==> config.mk <==
export PLATFORM = sky130hd
export DESIGN_NAME = program_loader
export DESIGN_NICKNAME = d
export VERILOG_FILES = /design/src/rtl/program_loader.sv
export SDC_FILE = /design/constraint.sdc
export NUM_CORES = 1
export LEC_CHECK = 0
export CORE_UTILIZATION = 40
export DETAILED_ROUTE_END_ITERATION = 10
export PLACE_DENSITY = 0.69
export RECOVER_POWER = 100
export SYNTH_ARGS = -nofsm -noshare
export SYNTH_HDL_FRONTEND = slang
export SYNTH_SLANG_ARGS = --single-unit
==> constraint.sdc <==
create_clock -name clock -period 1.78 [get_ports clock]
set_input_delay 0.267 -clock clock [delete_from_list [all_inputs] [get_ports clock]]
set_output_delay 0.267 -clock clock [all_outputs]
set_load 0.01 [all_outputs]
==> src/rtl/program_loader.sv <==
// program_loader: fills instruction memory from a byte stream. Every 4 bytes are packed MSB first
// into one 32-bit word, which is written at consecutive addresses from 0. Loading stops after the
// HLT word (opcode 6'b111111) is written, and the core is then released through cpu_run.
// Optional feature: define PROGRAM_LOADER_OPCODE_CHECK_EN to reject words whose opcode is not in
// the legal set. A rejected word is not written and the loader goes to ERROR with err_code 10.
module program_loader #(
   parameter int unsigned ADDR_W = 8
) (
   input  logic              clock,
   input  logic              reset_n,
   input  logic              start,
   input  logic              in_valid,
   input  logic [7:0]        in_data,
   output logic              in_ready,
   output logic              im_we,
   output logic [ADDR_W-1:0] im_addr,
   output logic [31:0]       im_wdata,
   output logic              busy,
   output logic              done,
   output logic              error,
   output logic [1:0]        err_code,
   output logic [ADDR_W:0]   word_count,
   output logic              cpu_run
);

   typedef enum logic [2:0] {StIdle, StLoad, StWrite, StDone, StError} state_e;

   state_e          state_q, state_d;
   logic [31:0]     word_q, word_d;
   logic [1:0]      idx_q, idx_d;
   logic [ADDR_W:0] count_q, count_d;
   logic [1:0]      err_q, err_d;

   logic [5:0] opcode;
   logic       is_hlt;
   logic       op_illegal;

   assign opcode = word_q[31:26];
   assign is_hlt = (opcode == 6'b111111);

`ifdef PROGRAM_LOADER_OPCODE_CHECK_EN
   // Holes in the opcode map; HLT (111111) is legal.
   always_comb begin
      op_illegal = 1'b0;
      if (opcode == 6'b011011 || opcode == 6'b011100 || opcode == 6'b100011 ||
          (opcode >= 6'b100111 && opcode <= 6'b111110)) begin
         op_illegal = 1'b1;
      end
   end
`else
   assign op_illegal = 1'b0;
`endif

   // State and datapath registers.
   always_ff @(posedge clock or negedge reset_n) begin
      if (!reset_n) begin
         state_q <= StIdle;
         word_q  <= '0;
         idx_q   <= '0;
         count_q <= '0;
         err_q   <= '0;
      end else begin
         state_q <= state_d;
         word_q  <= word_d;
         idx_q   <= idx_d;
         count_q <= count_d;
         err_q   <= err_d;
      end
   end

   // Next-state logic: byte packing, the write decision and restart handling.
   always_comb begin
      state_d = state_q;
      word_d  = word_q;
      idx_d   = idx_q;
      count_d = count_q;
      err_d   = err_q;
      unique case (state_q)
         StIdle, StDone, StError: begin
            if (start) begin
               state_d = StLoad;
               word_d  = '0;
               idx_d   = '0;
               count_d = '0;
               err_d   = '0;
            end
         end
         StLoad: begin
            if (in_valid) begin
               word_d = {word_q[23:0], in_data};
               idx_d  = idx_q + 2'd1;
               if (idx_q == 2'd3) state_d = StWrite;
            end
         end
         StWrite: begin
            if (op_illegal) begin
               state_d = StError;
               err_d   = 2'b10;
            end else begin
               count_d = count_q + {{ADDR_W{1'b0}}, 1'b1};
               if (is_hlt) begin
                  state_d = StDone;
               // The last address has just been used and no HLT was seen.
               end else if (&count_q[ADDR_W-1:0]) begin
                  state_d = StError;
                  err_d   = 2'b01;
               end else begin
                  state_d = StLoad;
               end
            end
         end
         default: state_d = StIdle;
      endcase
   end

   // Outputs are decoded from registered state only.
   always_comb begin
      in_ready   = (state_q == StLoad);
      im_we      = (state_q == StWrite) && !op_illegal;
      im_addr    = count_q[ADDR_W-1:0];
      im_wdata   = word_q;
      busy       = (state_q == StLoad) || (state_q == StWrite);
      done       = (state_q == StDone);
      error      = (state_q == StError);
      err_code   = err_q;
      word_count = count_q;
      cpu_run    = (state_q == StDone);
   end

endmodule
# Word-level counts from Yosys, hierarchy flattened
# Index checks and enable logic that the tools add are counted.
[classes]
addsub = 2
eq_ne = 11
mux = 17
reduce_logical = 10
[ops]
columns = ["op", "count"]
rows = [
  ["$mux 32", 2],
  ["$pmux 32 s2", 1],
  ["$pmux 9 s2", 1],
  ["$mux 3", 5],
  ["$add 9x1->9 const B", 1],
  ["$mux 9", 1],
  ["$pmux 3 s3", 1],
  ["$mux 2", 4],
  ["$pmux 2 s2", 2],
  ["$reduce_and 8->1", 1],
  ["$eq 3x2->1 const B", 2],
  ["$eq 6x6->1 const B", 1],
  ["$ne 2x2->1 const B", 3],
  ["$reduce_and 3->1", 2],
  ["$ne 2x1->1 const B", 2],
  ["$reduce_and 4->1", 1],
  ["$reduce_bool 2->1", 2],
  ["$eq 3x1->1 const B", 1],
  ["$eq 3x3->1 const B", 1],
  ["$logic_not 3->1", 1],
  ["$reduce_or 3->1", 1],
  ["$add 2x1->2 const B", 1],
  ["$eq 2x2->1 const B", 1],
  ["$reduce_and 2->1", 1],
  ["$logic_or 1x1->1", 1],
]
[word_totals]
regBits = 48
inputBits = 12
output_inout_bits = 57
elab_cells = 45

# Depth between registers and ports, before layout
[logic_depth]
word_depth = 4
ltp_mapped = 6
mapped_depth_nobuf = 4

# Worst setup path after synthesis
# Ideal clock, no wire load.
[synth_timing]
path_type = "reg2reg"
start = "reg state_q[1]"
end = "reg idx_q[0]"
setup_time_ns = 0.125
arrival_ns = 1.501
required_time_ns = 1.655
slack_ns = 0.155
path_stages_with_launch = 6
n_path_buf = 2
period_less_slack_ns = 1.625
cell_sequence = "dfrtp_1 > buf_4 > or3b_1 > buf_2 > o21ai_2 > mux2_2"
[synth_via]
elab_chain_len = 4
word_cells_on_any_way = 10
cone_classes = "5 x eq/ne; 1 x mux; 4 x reduce/logical"
[synth_rtl]
columns = ["item", "line", "text"]
rows = [
  ["start: declaration", "28", "state_e state_q, state_d;"],
  ["start signal: assignment", "57", "state_q <= StIdle;"],
  ["start signal: assignment", "63", "state_q <= state_d;"],
  ["$eq 3x3->1 (tied with other cells)", "78", "unique case (state_q)"],
  ["$reduce_or 3->1", "78", ""],
  ["$ne 2x2->1 (no source line) or $reduce_bool 2->1 (tied branches)", "--", ""],
  ["$reduce_and 3->1 (no source line)", "--", ""],
  ["end signal: assignment", "65", "idx_q <= idx_d;"],
  ["end: declaration", "30", "logic [1:0] idx_q, idx_d;"],
]
# Several ways; a longest one is shown, not always the timed one.
# A chain may end at the register's enable or synchronous reset.

# Worst setup path in the final report
[layout_timing]
start = "reg state_q[0]"
end = "reg word_q[3], in the netlist im_wdata[3]"
[layout_via]
elab_chain_len = 4
word_cells_on_any_way = 10
cone_classes = "5 x eq/ne; 1 x mux; 4 x reduce/logical"
[layout_rtl]
columns = ["item", "line", "text"]
rows = [
  ["$eq 3x3->1 (tied with other cells)", "78", ""],
  ["$reduce_or 3->1", "78", ""],
  ["$ne 2x2->1 (no source line) or $reduce_bool 2->1 (tied branches)", "--", ""],
  ["$reduce_and 3->1 (no source line)", "--", ""],
  ["end signal: assignment", "64", "word_q <= word_d;"],
  ["end: declaration", "29", "logic [31:0] word_q, word_d;"],
]
# Several ways; a longest one is shown, not always the timed one.

==> impl_metrics.toml <==
[routing]
firstDrtPassIters = 4
wl_mm = 5.092
drc = 0
drtIter0Drc = 57
viasPerCell = 4.935
wl_per_cell_um = 13.26
ant_nets = 0
vias = 1895

[sta]
max_freq_mhz = 592.0
rsz0062_at_grt = "no"
hold_viol_final = 0
finalMaxSlewViolations = 0
period_share_pct = 94.90
fin_crit_ns = 1.689
setup_viol = 0
maxSlewHeadroom_pct = 41.29
tightest_slew_ns = 0.8806
finalSetupTns_ns = 0
clock_skew_ns = 0.004415

[clocking]
cts_made_buffers = 5
clkTransAtPathRegs_ns = 0.09
h-tree-depth = 2
clk-insertion-delay-late_ns = 0.29
clockRootBuffer = "clkbuf_8"
cts_tree = "done"
clock_sinks = 47
clk_path_buf_depth = 2

[yosys]
synth_cell_types = 39
synth_edf_count = 0
yosysWarnings = 0
ys_ff_latch = 47
yosys-top-cells-area = "dfrtp_1, mux2i_1, nand2_1"
synth-async-reset-ratio_pct = 100.0
ys.flop_type = "dfrtp_1"
syn_area_per_cell_um2 = 9.937
syn-num-nets = 255
synthesis.area_um2 = 2395
synth_top_area_share_pct = 49.11
ys_seq_area_share_pct = 49.11
synthesis.instances = 241
synth_top_cell_by_area = "dfrtp_1"

[finish]
fin_nets = 325
seq_area_um2 = 1176
areaGrowthSynthToFinish_pct = 35.53
final_area_um2 = 3246
diodes = 0
multi_input_area_um2 = 919.6
fillers = 503
fin_cells = 384
post_route_cells_drive_above_1_share_pct = 9.295

[place]
placed_area_um2 = 3129
place_congestion = 0.7902
io_buffers = 67
dp.cells = 372
dp_hpwl_mm = 3.632

[setup_path]
cp_top_family = "flip-flops"
timing.rr.start = "state_q[0]$_DFFE_PN0P_"
ff2ff_path_depth = 5
reg2reg_slack_ns = 0.09
cpMaxStageDelayCell = "dfrtp_1"
crit_chain = "buf_4 > or3b_1 > o21ai_2 > buf_6 > mux2i_1"
required_ns = 2.00
worst-path-max-fanout = 10
path_buf_inv = 2
critical_path_arrival_ns = 1.91
path_depth = 5
worstSetupEndpointType = "flip-flop"
cp-start-kind = "flip-flop"
critPathKind = "reg -> reg"
critical_path.max_stage_delay_ns = 0.41
timing.critical_path.from = "state_q[0]$_DFFE_PN0P_"

[worst_hold_path]
hp-class = "in -> reg"
hold_depth = 3
hp-start = "in_data[5]"

[global_route]
antenna_found_initial = 0
grt_pass1_vias = 1828
grt_pass1_wl_mm = 8.480
gr-total-overflow = 0
grt_max_degree = 35
track_usage_pct = 17.42

[status]
outcome = "completed"

[floorplanning]
initial_utilization_pct = 42.45
die-area_um2 = 6300
io_pins = 69
die_h_um = 79.38
core_um2 = 5642
rows = 27
die_x_um = 79.38

[run]
cap_violations = 0

[pwr]
p_leak_nw = 1.638
irDropWorstVdd_mv = 0.7584
p_total_mw = 4.283
powerDensity_nw_per_um2 = 1320
sequential cells by signal, indices dropped and copies added (netlist names):
| name | count |
|---|---|
| state_q | 3 |
| word_count | 9 |
| err_code | 1 |
| im_wdata | 32 |
| idx_q | 2 |
cells in the final DEF, fill, tap and decap left out, drive strengths merged, types with 2 or more instances in the layout:
cell / netlist / layout
or4: 2 / 2
buf: 19 / 13
dfrtp: 47 / 47
a21oi: 2 / 2
and3: 2 / 2
dlygate4sd2: 0 / 4
nand3: 8 / 8
ha: 2 / 2
o211ai: 2 / 2
inv: 36 / 36
o21ai: 8 / 8
nand2: 42 / 42
clkbuf: 3 / 13
o31ai: 2 / 2
dlygate4sd3: 0 / 49
or3b: 2 / 2
clkdlybuf4s50: 0 / 12
mux2i: 39 / 39
nor3b: 2 / 2
nor2: 3 / 3
nand4: 2 / 2
a221oi: 2 / 2
where the power goes:
group / switching [mW] / leakage, nW / internal (mW) / total [mW]
combinational: 0.978 / 0.967 / 0.987 / 1.97
clock: 0.357 / 0.0505 / 0.354 / 0.711
sequential: 0.237 / 0.620 / 1.37 / 1.61
total: 1.57 / 1.64 / 2.71 / 4.28
per-stage QoR:
stage          setup WS (ns)  utilization, %  hold WS, ns
2_1_floorplan         0.1547               -     -0.02859
3_3_place_gp        -0.06965           55.47       0.1962
3_5_place_dp        -0.09617           55.47       0.1990
4_1_cts             0.001068           57.46       0.4097
5_1_grt             0.007003           57.53       0.5145
6_report             0.09081           57.53       0.5094
final cells by class:
cell class / count / share of cell area [%]
Tap cell: 72 / 2.776
Sequential cell: 47 / 36.24
Timing Repair Buffer: 85 / 25.17
Inverter: 37 / 4.279
Multi-Input combinational cell: 135 / 28.33
Clock inverter: 1 / 0.2313
Clock buffer: 7 / 2.968
Yosys cell counts (3+ instances only):
cell      count
dfrtp_1      47
buf_4        11
o21ai_0       7
nand2_1      42
nor2_1        3
clkbuf_1      3
nand3_1       8
buf_2         3
inv_1        36
buf_6         5
mux2i_1      39
metal layers:
metal	vias up	global-route usage [%]	share of wire [%]
met5	-	0	0
met4	0	6.909	1.1
met3	5	4.800	7.1
met2	60	28.71	48
met1	904	21.57	44
li1	926	-	-
kinds of logic after synthesis:
logic type	after synthesis	synth area share, %
AO/OA/AOI/OAI	21	5.852
buffers and inverters	59	12.70
other	1	0.1566
multiplexers	40	16.77
AND/OR/NAND/NOR	71	14.37
adder cells (fa/ha/maj)	2	1.045
flip-flops	47	49.11
worst min-delay path, cell delays in order:
cell and delay [ns]:
clkdlybuf4s50_1 0.39, nand2_1 0.05, mux2i_1 0.05
worst paths after layout:
path,end
max,im_wdata[3]$_DFFE_PN0P_
min,im_wdata[5]$_DFFE_PN0P_
max reg2reg,im_wdata[3]$_DFFE_PN0P_
min reg2reg,word_count[8]$_DFFE_PN0P_
max in group asynchronous,im_wdata[25]$_DFFE_PN0P_
min in group asynchronous,word_count[1]$_DFFE_PN0P_
timing repair:
action / CTS / global route
setup buffers: 0 / 3
pin swaps: 0 / 0
hold endpoints to repair: 13 / 0
hold buffers: 1 / 0
resized for setup: 8 / 4
setup endpoints to repair: 6 / 11
Note: power is estimated with default switching activity, not from simulation.
